--- src/rtl/mem_stage.sv ---
// Memory pipeline stage: data-memory load/store handshake, load alignment and WB registers.
// Optional branch statistics counters are compiled in with `define MEM_BR_STATS_EN.
`timescale 1ns/1ps

module mem_stage #(
    parameter logic [31:0] NOP_INST = 32'h0000_0013,
    parameter int          ADDR_W   = 32
) (
    input  logic              clk,
    input  logic              rst,
    input  logic [31:0]       mem_pc,
    input  logic [31:0]       mem_alu,
    input  logic [31:0]       mem_rd2,
    input  logic [31:0]       mem_inst,
    input  logic              mem_br_suc,
    output logic              dmem_req_valid,
    input  logic              dmem_req_ready,
    output logic [3:0]        dmem_we,
    output logic [ADDR_W-1:0] dmem_addr,
    output logic [31:0]       dmem_wdata,
    input  logic              dmem_rsp_valid,
    input  logic [31:0]       dmem_rdata,
    output logic              mem_stall,
    output logic [31:0]       wb_pc,
    output logic [31:0]       wb_wdata,
    output logic [31:0]       wb_inst,
    output logic              wb_br_suc,
    output logic [31:0]       br_total,
    output logic [31:0]       br_hits
);

    typedef enum logic [1:0] {IDLE, REQ, RESP, DONE} state_t;

    state_t      state;
    logic [31:0] load_q;
    logic [6:0]  opcode;
    logic [2:0]  funct3;
    logic [1:0]  lane;
    logic        is_load;
    logic        is_store;
    logic        is_jump;
    logic        mem_op;
    logic [3:0]  store_we;
    logic [31:0] store_data;
    logic [31:0] load_ext;
    logic [7:0]  load_byte;
    logic [15:0] load_half;
    logic [31:0] wdata_sel;
    logic        unused_bits;

    assign opcode   = mem_inst[6:0];
    assign funct3   = mem_inst[14:12];
    assign lane     = mem_alu[1:0];
    assign is_load  = (opcode == 7'b0000011);
    assign is_store = (opcode == 7'b0100011);
    assign is_jump  = (opcode == 7'b1101111) || (opcode == 7'b1100111);
    assign mem_op   = is_load || is_store;

    assign unused_bits = ^{mem_inst[31:15], mem_inst[11:7]};

    // Request fields are combinational from the MEM inputs, which mem_stall keeps stable.
    assign dmem_addr      = {mem_alu[ADDR_W-1:2], 2'b00};
    assign dmem_req_valid = (state == REQ);
    assign dmem_we        = is_store ? store_we : 4'b0000;
    assign dmem_wdata     = store_data;
    assign mem_stall      = mem_op && (state != DONE);

    // NOTE: every always_comb output gets a default first so no path can infer a latch.
    always_comb begin
        store_we   = 4'b1111;
        store_data = mem_rd2;
        case (funct3)
            3'b000: begin
                store_we   = 4'b0001 << lane;
                store_data = {4{mem_rd2[7:0]}};
            end
            3'b001: begin
                store_we   = 4'b0011 << {lane[1], 1'b0};
                store_data = {2{mem_rd2[15:0]}};
            end
            default: ;
        endcase
    end

    assign load_byte = dmem_rdata[{lane, 3'b000} +: 8];
    assign load_half = dmem_rdata[{lane[1], 4'b0000} +: 16];

    always_comb begin
        load_ext = dmem_rdata;
        case (funct3)
            3'b000:  load_ext = {{24{load_byte[7]}}, load_byte};
            3'b001:  load_ext = {{16{load_half[15]}}, load_half};
            3'b100:  load_ext = {24'h0, load_byte};
            3'b101:  load_ext = {16'h0, load_half};
            default: load_ext = dmem_rdata;
        endcase
    end

    always_comb begin
        wdata_sel = mem_alu;
        if (is_load)
            wdata_sel = load_q;
        else if (is_jump)
            wdata_sel = mem_pc + 32'd4;
    end

    // NOTE: sequential state uses non-blocking assignments so all flops sample pre-edge values.
    always_ff @(posedge clk or negedge rst) begin
        if (!rst) begin
            state  <= IDLE;
            load_q <= '0;
        end else begin
            case (state)
                IDLE: if (mem_op) state <= REQ;
                REQ:  if (dmem_req_ready) state <= is_load ? RESP : DONE;
                RESP: if (dmem_rsp_valid) begin
                    load_q <= load_ext;
                    state  <= DONE;
                end
                DONE: state <= IDLE;
                default: state <= IDLE;
            endcase
        end
    end

    always_ff @(posedge clk or negedge rst) begin
        if (!rst) begin
            wb_pc     <= '0;
            wb_wdata  <= '0;
            wb_inst   <= NOP_INST;
            wb_br_suc <= 1'b0;
        end else if (!mem_stall) begin
            wb_pc     <= mem_pc;
            wb_wdata  <= wdata_sel;
            wb_inst   <= mem_inst;
            wb_br_suc <= mem_br_suc;
        end
    end

`ifdef MEM_BR_STATS_EN
    logic [31:0] br_total_q;
    logic [31:0] br_hits_q;

    always_ff @(posedge clk or negedge rst) begin
        if (!rst) begin
            br_total_q <= '0;
            br_hits_q  <= '0;
        end else if (!mem_stall && (opcode == 7'b1100011)) begin
            br_total_q <= br_total_q + 32'd1;
            if (mem_br_suc)
                br_hits_q <= br_hits_q + 32'd1;
        end
    end

    assign br_total = br_total_q;
    assign br_hits  = br_hits_q;
`else
    assign br_total = '0;
    assign br_hits  = '0;
`endif

endmodule

--- config.mk ---
export PLATFORM = sky130hd
export DESIGN_NAME = mem_stage
export DESIGN_NICKNAME = d
export VERILOG_FILES = /design/src/rtl/mem_stage.sv
export SDC_FILE = /design/constraint.sdc
export NUM_CORES = 1
export LEC_CHECK = 0
export CAP_MARGIN = 0
export CORE_MARGIN = 5
export CORE_UTILIZATION = 37
export DETAILED_ROUTE_END_ITERATION = 12
export PLACE_DENSITY = 0.88
export SLEW_MARGIN = 10
export SYNTH_ARGS = -nofsm -noshare
export SYNTH_HDL_FRONTEND = slang
export SYNTH_SLANG_ARGS = --single-unit
--- constraint.sdc ---
create_clock -name clk -period 1.9 [get_ports clk]
set_clock_uncertainty 0.15 [all_clocks]
set_input_delay 0.285 -clock clk [delete_from_list [all_inputs] [get_ports clk]]
set_output_delay 0.285 -clock clk [all_outputs]
set_load 0.03 [all_outputs]
Word-level counts from Yosys, hierarchy flattened
Cells that the tools add are included.

word-level totals
  logic and storage cells = 43
  output and inout bits = 231
  input bits = 165
  register bits after elaboration = 131

operators by class
  multiplexer cells = 11
  equal/unequal tests = 14
  reduce and logical (&&, ||, !) cells = 7
  add/subtract/negate cells = 1
  shifts and indexed selects = 4

operators with widths
  kind                                              number
  one-hot mux 32 bit (4 select lines)               1
  two-way mux 32 bit                                2
  one-hot mux 32 bit (2 select lines)               1
  adder 32 x 3 -> 32 bit (second input constant)    1
  variable part select 32 x 6 -> 16 bit             1
  variable part select 32 x 6 -> 8 bit              1
  == test 7 bit (second input constant)             2
  one-hot mux 2 bit (4 select lines)                1
  one-hot mux 4 bit (2 select lines)                1
  == test 7 x 2 -> 1 bit (second input constant)    1
  == test 7 x 6 -> 1 bit (second input constant)    1
  == test 3 bit (second input constant)             2
  two-way mux 2 bit                                 3
  inequality test 2 bit (second input constant)     3
  == test 2 bit (second input constant)             2
  two-way mux 4 bit                                 1
  left shift 1 x 2 -> 4 bit (first input constant)  1
  left shift 2 x 2 -> 4 bit (first input constant)  1
  == test 3 x 1 -> 1 bit (second input constant)    1
  logical NOT 3 bit                                 1
  AND reduction 3 bit                               1
  == test 2 x 1 -> 1 bit (second input constant)    1
  logical NOT 2 bit                                 1
  logical OR 1 bit                                  2
  4 further kinds                                   4

Longest topological paths before layout
  depth in word-level cells = 4
  gate-level depth with buffers = 9
  gate-level depth less buffers = 6

Worst setup path before layout
OpenSTA, ideal clock, no wires.

  path type = input-to-output
  from = input port mem_inst[2]
  to = output port dmem_we[0]
  arrival time = 1.772 ns
  buffers on the path = 1
  data required time = 1.465 ns
  path slack = -0.307 ns
  stages on the path = 5
  cell sequence = or3_1 buf_2 nor2_1 nand2_1 a21oi_1

between the ends
  cells in the longest elaborated chain, start to end = 2

RTL lines
  what                    RTL line  source
  from (decl)             14        input logic [31:0] mem_inst,
  == test 7 x 6 -> 1 bit  55        assign is_store = (opcode == 7'b0100011);
  two-way mux 4 bit       64        assign dmem_we = is_store ? store_we : 4'b0000;
  to (decl)               18        output logic [3:0] dmem_we,

No other way between the ends.

Worst setup path after layout
  from = register state[1]
  to = output port mem_stall

between the ends
  cells in the longest elaborated chain, start to end = 2

RTL lines
  what                    RTL line  source
  from (decl)             34        state_t state;
  from (signal assigned)  115       REQ: if (dmem_req_ready) state <= is_load ? RESP : DONE;
  inequality test 2 bit   66        assign mem_stall = mem_op && (state != DONE);
  logical AND 1 bit       66
  to (decl)               23        output logic mem_stall,

No other way between the ends.

==> run metrics <==
status=complete, but fails checks; failing checks=negative setup slack; reg-to-reg startpoint=state[1]; first-pass GRT wire length=between 40000 and 50000 um; Root Buffer=clkbuf_16; sw frac=34.4%; synth unique cells=54; synthesized flop and latch total=131; slowest CP cell=dfrtp_1; H-Tree Depth=4; Final Cycle Share=109%; initial antenna violation count=3; Core Util, Final=~64%; vias in the first global route=approximately 8400; commonest cells after routing, fill and taps aside=nand2_1, clkdlybuf4s50_1, buf_4; Worst Setup Slack, final=-170 ps; r2r endpoint=wb_wdata[8]; kind of critical path=flop to output pin; worst skew pair latency=about 400 ps; critical path launch point type=flop; Pwr Total=around 10 mW; critical path required time=1460 ps; Critical Path End Type=output pin; CP Max Fanout=2; All-Layer GR Usage=about 26%; Iter 0 DRT Violations=slightly above 700; Max Cap Violations=0; core area=just over 20000 um2; pins over their slew limit=0; Residual DRC=0; TritonCTS clock tree=done; Post-synth EDFFs=0; Reg clk slew, reported paths=60 ps; Pre-antenna DRT Iters=5; die area=roughly 24000 um2; Critical Path, Cell by Cell=ha_2, or3_4, clkinv_4, buf_12, buf_8; CTS buffer count=17; hold_ws=around 36 ps; die height=around 150 um; Data arrival, critical path=1630 ps; Max stage delay on crit path=400 ps; share of cells above drive strength 1=approximately a quarter; vias per cell=roughly 5.2; initial cell density of the core=roughly 38%; via count=between 8000 and 9000; switching pwr=3.57 mW; Buf+Inv Stages, Crit Path=3; Tmin final=2070 ps; Hold EP=wb_inst[4]; R2R cell count=7; Cell Area, Synth=7670 um2; Post-synth top flop=dfrtp_1; Post-synth ARST share=100%; critical path's top delay family=flip-flops; Power Dens Cells=roughly 800 nW/um2; Hold Path Origin=mem_inst[4]; maximum vdd ir drop=~550 uV; Hold Path Stages=3; Synth Instances=about 900; YS warnings=0; Avg Cell Area, Syn=around 8.6 um2; Final ANT Viol Nets=0; Clock power frac=33.3%; internal power=approximately 7 mW; Fmax achieved=between 400 and 500 MHz; GP Congestion=about 0.9; Layout Nets=approximately 1500; leakage power=6.31 nW; CTS Sinks=between 100 and 150; GRT Residual Overflow=0; register share of total power=between 30% and 40%; Seq/Total Area, Yosys=42.8%; worst hold path type=input pin to flop; setup violators final=4; IO Pins=396; Die W=154 um; area grow syn2layout=68.1%; num rows=between 50 and 60; largest net degree at the start of global routing=46; detailed placement HPWL=25200 um; CTS max path bufs=2; WL/cell=slightly above 20 um; commonest non-fill, non-tap cell in the layout=nand2_1; Gate power share=between 30% and 40%; Reg2Reg Setup Slack=-10 ps; Hold Vio Cnt, Final=0; Port Buffers=roughly 330; drt total wl=roughly 33000 um; unrepaired setup endpoints after global routing=yes
## cells in the mapped netlist (4+ instances only)
master,n,area share (%)
a211oi_1,7,0.68
a21o_1,7,0.68
a21oi_1,35,2.3
a221o_1,7,0.91
a221oi_1,5,0.57
a22oi_1,17,1.7
a2bb2oi_1,7,0.80
a31oi_1,10,0.82
a32o_1,5,0.65
and2_1,5,0.41
and4_1,6,0.68
buf_2,14,0.91
buf_4,106,10
clkbuf_1,36,1.8
dfrtp_1,128,42
ha_1,5,0.82
inv_1,9,0.44
mux2_2,18,2.6
mux2i_1,16,2.1
nand2_1,228,11
nand3_1,47,3.1
nand4_1,9,0.73
nor2_1,40,2.0
nor3_1,14,0.91
nor4_1,4,0.33
o211ai_1,7,0.68
o21ai_0,34,2.2
o22ai_1,6,0.49
or3_1,4,0.33
xnor2_1,20,2.3
xor2_1,8,0.91
## final cells by class
cell class | count | area, um2
fillers | 1611 | 7400
repair buffers | 467 | 4650
multi-input cells | 664 | 3960
flip-flops and latches | 131 | 3280
clock buffers | 17 | 425
well taps | 270 | 338
clock inverters | 15 | 194
inverters | 10 | 46.3
diodes | 2 | 5.00
## worst max path at each step
stage                      start              to  slack [ps]  cells past startpoint
floorplan            mem_inst[2]    wb_wdata[10]        -120                      8
global placement    mem_inst[14]   dmem_wdata[8]        -780                      5
detailed placement  mem_inst[14]  dmem_wdata[15]        -790                      5
CTS                     state[0]       mem_stall        -160                      5
global route            state[1]       mem_stall        -200                      5
finish                  state[1]       mem_stall        -170                      5
## power groups by stage
stage / logic, mW / registers (mW) / clock network [mW]
floorplan: 1.51 / 3.79 / 0
global route: 3.47 / 3.71 / 3.63
detailed placement: 3.12 / 3.68 / 0
finish: 3.25 / 3.67 / 3.45
CTS: 3.12 / 3.64 / 3.49
global placement: 3.02 / 3.66 / 0
## logic make-up (layout without fill, tap and decap cells)
group | Yosys count | after routing | synth area share (%)
compound gates | 155 | 155 | 13.4
other cells | 1 | 68 | 0.0489
simple gates | 374 | 375 | 21.2
fa+ha+maj | 5 | 5 | 0.815
buf+inv | 167 | 509 | 13.6
xor+xnor | 28 | 28 | 3.20
flops | 131 | 131 | 42.8
mux | 35 | 35 | 5.02
## per-layer routing
layer,global-route usage (%),vias up,routed length [um]
li1,-,3699,-
met1,30.9,3917,12100
met2,45.1,508,16200
met3,6.38,91,3000
met4,9.42,2,1300
met5,0,-,15
## flip-flops by register name, summed over array words and instances (netlist names)
register,cells
load_q,32
wb_inst,32
wb_pc,32
wb_wdata,32
state,2
wb_br_suc,1
## per-stage QoR
step	setup WS [ps]	std cells	setup TNS, ps	instance area (um2)
2_1_floorplan	-123	961	-4920	8080
3_3_place_gp	-782	1523	-79160	11800
3_5_place_dp	-789	1523	-84660	11800
4_1_cts	-161	1566	-172	12500
5_1_grt	-204	1576	-989	12900
6_report	-170	1576	-229	12900
## worst min-delay path: cells and delay by family
kind                   cells  cell delay [ps]
AO/OA/AOI/OAI              1               80
buffers and inverters      2              210
## timing repair
| item | 4_1_cts | 5_1_grt |
|---|---|---|
| pin swaps | 12 | 12 |
| setup buffers | 9 | 5 |
| endpoints found under the hold margin | 129 | 2 |
| cloned | 0 | 2 |
| setup endpoints to repair | 182 | 120 |
| resized for setup | 175 | 97 |
| hold buffers | 2 | 2 |
Power figures use the tool's default switching activity.
